[src/rtl/csidh_shadd_pipe.sv]
// csidh_shadd_pipe: two-stage shift-add / reduced-radix carry-propagate unit with valid/ready handshake
module csidh_shadd_pipe #(
    parameter int XLEN  = 64,
    parameter int RADIX = 57,
    parameter int SHW   = $clog2(XLEN)
) (
    input  logic            clk,
    input  logic            rst,
    input  logic            in_valid,
    output logic            in_ready,
    input  logic [XLEN-1:0] rs1,
    input  logic [XLEN-1:0] rs2,
    input  logic [SHW-1:0]  shamt,
    input  logic            op_srliadd,
    input  logic            op_sraiadd,
    input  logic            op_cprop,
    input  logic            op_cclr,
    output logic            out_valid,
    input  logic            out_ready,
    output logic [XLEN-1:0] rd,
    output logic [XLEN-1:0] carry_out
);
    logic            op_ok;
    logic            fill;
    logic [XLEN-1:0] layer [SHW+1];
    logic            s1_valid;
    logic            s1_add;
    logic            s1_cprop;
    logic            s1_cclr;
    logic [XLEN-1:0] s1_rs1;
    logic [XLEN-1:0] s1_shift;
    logic            s1_advance;
    logic [XLEN-1:0] carry;
    logic [XLEN-1:0] sum;
    logic [XLEN-1:0] result;
    logic [XLEN-1:0] carry_next;

    assign op_ok      = $onehot({op_cclr, op_cprop, op_sraiadd, op_srliadd});
    assign fill       = op_sraiadd & rs2[XLEN-1];
    assign s1_advance = s1_valid && (!out_valid || out_ready);
    assign in_ready   = !s1_valid || s1_advance;
    assign carry_out  = carry;
    assign layer[0]   = rs2;

    for (genvar g = 0; g < SHW; g++) begin : g_shift
        assign layer[g+1] = shamt[g] ? {{(2**g){fill}}, layer[g][XLEN-1:2**g]} : layer[g];
    end

    // S2 datapath: cprop adds the live carry instead of the shifted operand; malformed ops yield 0
    always_comb begin
        sum        = s1_rs1 + (s1_cprop ? carry : s1_shift);
        result     = s1_cprop ? {{(XLEN-RADIX){1'b0}}, sum[RADIX-1:0]} : (s1_add ? sum : '0);
        carry_next = XLEN'($signed(sum) >>> RADIX);
    end

    // S1 register: capture operands and the pre-shifted rs2 on accept
    always_ff @(posedge clk) begin
        if (rst) begin
            s1_valid <= 1'b0;
            s1_add   <= 1'b0;
            s1_cprop <= 1'b0;
            s1_cclr  <= 1'b0;
            s1_rs1   <= '0;
            s1_shift <= '0;
        end else if (in_valid && in_ready) begin
            s1_valid <= 1'b1;
            s1_add   <= op_ok & (op_srliadd | op_sraiadd);
            s1_cprop <= op_ok & op_cprop;
            s1_cclr  <= op_ok & op_cclr;
            s1_rs1   <= rs1;
            s1_shift <= layer[SHW];
        end else if (s1_advance) begin
            s1_valid <= 1'b0;
        end
    end

    // S2 register: result held while stalled, forced to 0 once drained
    always_ff @(posedge clk) begin
        if (rst) begin
            out_valid <= 1'b0;
            rd        <= '0;
        end else if (s1_advance) begin
            out_valid <= 1'b1;
            rd        <= result;
        end else if (out_ready) begin
            out_valid <= 1'b0;
            rd        <= '0;
        end
    end

    // Carry register: updated as a cprop/cclr enters S2 so the next cprop in S1 sees it immediately
    always_ff @(posedge clk) begin
        if (rst)
            carry <= '0;
        else if (s1_advance && s1_cprop)
            carry <= carry_next;
        else if (s1_advance && s1_cclr)
            carry <= '0;
    end
endmodule

[config.mk]
export PLATFORM = sky130hd
export DESIGN_NAME = csidh_shadd_pipe
export DESIGN_NICKNAME = d
export VERILOG_FILES = /design/src/rtl/csidh_shadd_pipe.sv
export SDC_FILE = /design/constraint.sdc
export NUM_CORES = 1
export LEC_CHECK = 0
export ABC_AREA = 1
export CAP_MARGIN = 40
export CELL_PAD_IN_SITES_DETAIL_PLACEMENT = 0
export CELL_PAD_IN_SITES_GLOBAL_PLACEMENT = 2
export CORE_UTILIZATION = 26
export CTS_CLUSTER_SIZE = 14
export DETAILED_ROUTE_END_ITERATION = 8
export PLACE_DENSITY = 0.78
export REMOVE_ABC_BUFFERS = 1
export SYNTH_ARGS = -nofsm -noshare
export SYNTH_HDL_FRONTEND = slang
export SYNTH_SLANG_ARGS = --single-unit
[constraint.sdc]
create_clock -name clk -period 3.3 [get_ports clk]
set_input_delay 0.33 -clock clk [delete_from_list [all_inputs] [get_ports clk]]
set_output_delay 0.33 -clock clk [all_outputs]
set_load 0.02 [all_outputs]
==> impl_metrics.csv, run 1 <==
group,metric,value,unit
detailed_routing,first_pass_iters,5,
clocking,cts.path.max_buffers,3,
clocking,clk_pin_slew,0.06,ns
synth,ys.flop_type,"dfxtp_1",
clocking,cts_tree,"built",
placement,portBuffers,271,
grt,grt_util_all_layers,0.208,
clocking,cts_setup_buffers,0,
synth,synth_edf_count,0,
power,ir_worst_vdd,0.334,mV
final_layout,fin_cells,4355,
timing,fin_crit,2.98,ns
final_layout,drive_gt1_frac,0.0683,
power,power_density,349,nW/um2
timing,finClkSkew,0.0288,ns
grt,antenna_found_initial,1,
timing,maxSlewHeadroom,0.524,
final_layout,area_growth,23.7,%
timing,slew_viol_final,0,
timing,tightest_slew,0.713,ns
final_layout,antenna_cells,0,
power,power.static_leakage,0.0110,uW
grt,grt_pass1_wl,114000,um
timing,hold_viol_final,0,
timing,rsz0062_at_grt,"false",
synth,avgSynthCellArea,5.62,um2
die,core,68900,um2
timing,achievable-frequency,336,MHz
grt,grt_remaining_overflow,0,
hold_path,holdCritPathClass,"in2reg",
die,io_pins,272,
setup_path,endpoint_kind,"register",
setup_path,crit_type,"reg2reg",
grt,grt_pass1_vias,19200,
clocking,h-tree-depth,1,
synth,synth_cell_type_count,41,
synth,synthesis.area,18200,um2
run_status,outcome,"finished, final reports clean",
detailed_routing,wl_per_cell,17.4,um
die,dieArea,71100,um2
detailed_routing,postRouteWirelength,75600,um
job,drv_cap,0,
setup_path,cp_max_fo,55,
timing,finalSetupViolCount,0,
detailed_routing,viasPerCell,4.65,
die,start_util,0.264,
clocking,postCtsHoldBufs,0,
synth,ys_ff_latch,204,
final_layout,nets,3614,
placement,post_dp_cell_area,21600,um2
placement,place.gp.congestion,0.903,
placement,dpl.cell_count,4307,
power,finalPower,7860,uW
setup_path,regToRegEndpoint,"rd[23]$_SDFFE_PP0P_",
setup_path,critPathCapture,"rd[23]$_SDFFE_PP0P_",
grt,grt_max_degree,81,
synth,synth_area_leaders,"nand2_1 23%, dfxtp_1 22%, nand3_1 13%",
die,num_rows,96,
synth,yosysTopAreaCell,"nand2_1",
synth,yosysWarnings,0,
detailed_routing,drc,0,
clocking,cts.sinks,204,
setup_path,crit_arrival,3.40,ns
synth,synth-async-reset-ratio,0,
detailed_routing,vias,20200,
setup_path,cp-startpoint,"carry_out[62]$_SDFFE_PP0P_",
clocking,clock_latency,0.57,ns
die,die_height,267,um
setup_path,required,3.71,ns
setup_path,reg2reg_setup_slack,0.32,ns
setup_path,critical_path.startpoint_type,"register",
detailed_routing,drt.antenna.violating_nets,0,
clocking,cts_root_buffer,"clkbuf_16",
setup_path,reg2regPathDepth,13,
synth,synth_top_area_share,0.229,
die,die_x,267,um
detailed_routing,first_iter_violations,1276,
clocking,cts_buffers,26,
synth,yosysSeqAreaShare,0.224,
clocking,cts_resized,0,
placement,dp_hpwl,61500,um
final_layout,fin_area,22500,um2
timing,post-route-period-util,0.903,
synth,syn-instance-count,3239,
setup_path,r2r-start,"carry_out[62]$_SDFFE_PP0P_",
-- cells in the mapped netlist, types with 2 or more instances --
library cell and number:
inv_2 10, nor2_1 225, o21ai_0 135, ha_1 66, nand2_2 20, nand3_2 13
inv_1 385, a21oi_2 4, clkinv_1 2, a21boi_0 25, o21ai_2 24, clkbuf_1 71
a21oi_1 184, and2_4 6, fa_1 2, or2_1 38, buf_1 20, buf_2 46
nand3b_1 10, o21ai_1 30, nand2_1 1109, buf_4 59, and2_1 4, nor2_2 14
or2_2 8, buf_6 9, dfxtp_1 204, nand3_1 486, o21bai_1 2, nand4_1 3
nor3_1 8, nor3_2 8
-- registers in the layout, summed over array words and instances, names as in the netlist --
register,flops
s1_cclr,1
s1_shift,64
out_valid,1
s1_add,1
s1_valid,1
s1_cprop,1
s1_rs1,64
carry_out,7
rd,64
-- placed cells by master, fill, tap and decap left out, types with 24 or more instances in the layout --
master / n
nand2_1: 1107
nand3_1: 486
inv_1: 384
clkdlybuf4s50_1: 265
nor2_1: 225
dfxtp_1: 203
a21oi_1: 183
o21ai_0: 135
ha_1: 66
buf_4: 60
or2_1: 38
o21ai_1: 30
clkbuf_16: 26
a21boi_0: 25
o21ai_2: 24
-- metal layers --
layer  up-vias  wire [um]  track usage
met1      9182      35400        0.285
met2       408      35100        0.348
met5         -          0            0
li1      10600          -            -
met4         0       2010       0.0572
met3        80       3070       0.0167
-- power by group --
group	internal [uW]	total (uW)	switching, uW
Sequential	2600	2700	102
Clock	1690	2850	1170
Combinational	826	2300	1480
-- stage by stage --
step	hold WS, ns	setup TNS, ns	util	setup WS [ns]
2_1_floorplan	0.392	-1007.24	-	-10.13
3_3_place_gp	0.452	-0.0668	0.313	-0.0668
3_5_place_dp	0.455	-0.0401	0.314	-0.0401
4_1_cts	0.187	0	0.326	0.319
5_1_grt	0.211	0	0.326	0.0987
6_report	0.207	0	0.326	0.319
-- worst max-delay path: stages (launching register included) --
cell     delay [ns]
dfxtp_2        0.35
nand2_2        0.09
buf_12         0.24
o21ai_0        0.22
ha_1           0.40
nand2_1        0.14
inv_1          0.06
a21oi_1        0.14
nand2_1        0.17
nand3_1        0.12
nand3_1        0.21
o21ai_0        0.44
buf_4          0.18
a21oi_1        0.05
-- worst min path at each step --
| stage | depth (start not counted) | from | slack, ns | to |
|---|---|---|---|---|
| 5_1_grt | 2 | rst | 0.21 | rd[7]$_SDFFE_PP0P_ |
| 4_1_cts | 2 | rst | 0.19 | s1_shift[7]$_SDFFE_PP0P_ |
| 3_3_place_gp | 2 | rd[4]$_SDFFE_PP0P_ | 0.45 | rd[4]$_SDFFE_PP0P_ |
| 3_5_place_dp | 2 | rd[10]$_SDFFE_PP0P_ | 0.45 | rd[10]$_SDFFE_PP0P_ |
| 2_1_floorplan | 1 | rst | 0.39 | s1_shift[7]$_SDFFE_PP0P_ |
| 6_report | 2 | rst | 0.21 | rd[4]$_SDFFE_PP0P_ |
-- final cells by class --
type | count | area (um2)
Sequential cell | 204 | 4090
Fill cell | 8044 | 46400
Multi-Input combinational cell | 2431 | 11500
Clock buffer | 35 | 714
Timing Repair Buffer | 343 | 3390
Inverter | 398 | 1500
Clock inverter | 13 | 149
Tap cell | 931 | 1160
-- logic make-up (layout without fill, tap and decap cells) --
logic type | after synthesis | count (layout) | share of synthesized area
AND/OR/NAND/NOR | 1955 | 1955 | 0.461
buffers and inverters | 604 | 789 | 0.145
AO/OA/AOI/OAI | 406 | 406 | 0.122
flip-flops | 204 | 204 | 0.224
adder cells (fa/ha/maj) | 68 | 68 | 0.0476
XOR/XNOR | 1 | 1 | 0.000481
multiplexers | 1 | 1 | 0.000550
(Power assumes the default switching activity.)
==> run 2: changes to the inputs <==
==> constraint.sdc (replaced) <==
create_clock -name clk -period 3.3 [get_ports clk]
set_input_delay 0.33 -clock clk [delete_from_list [all_inputs] [get_ports clk]]
set_output_delay 0.33 -clock clk [all_outputs]
set_load 0.01 [all_outputs]
==> results of run 2 <==
Same layout as run 1 (identical final DEF). Status: finished, final reports clean.
Among the figures that moved: total power 7860 uW -> 7840 uW
==> run 3: changes to the inputs <==
- SLEW_MARGIN: default -> 0
==> results of run 3 <==
Same layout as run 1 (identical final DEF). Status: finished, final reports clean.
Among the figures that moved: total power 7860 uW -> 7840 uW
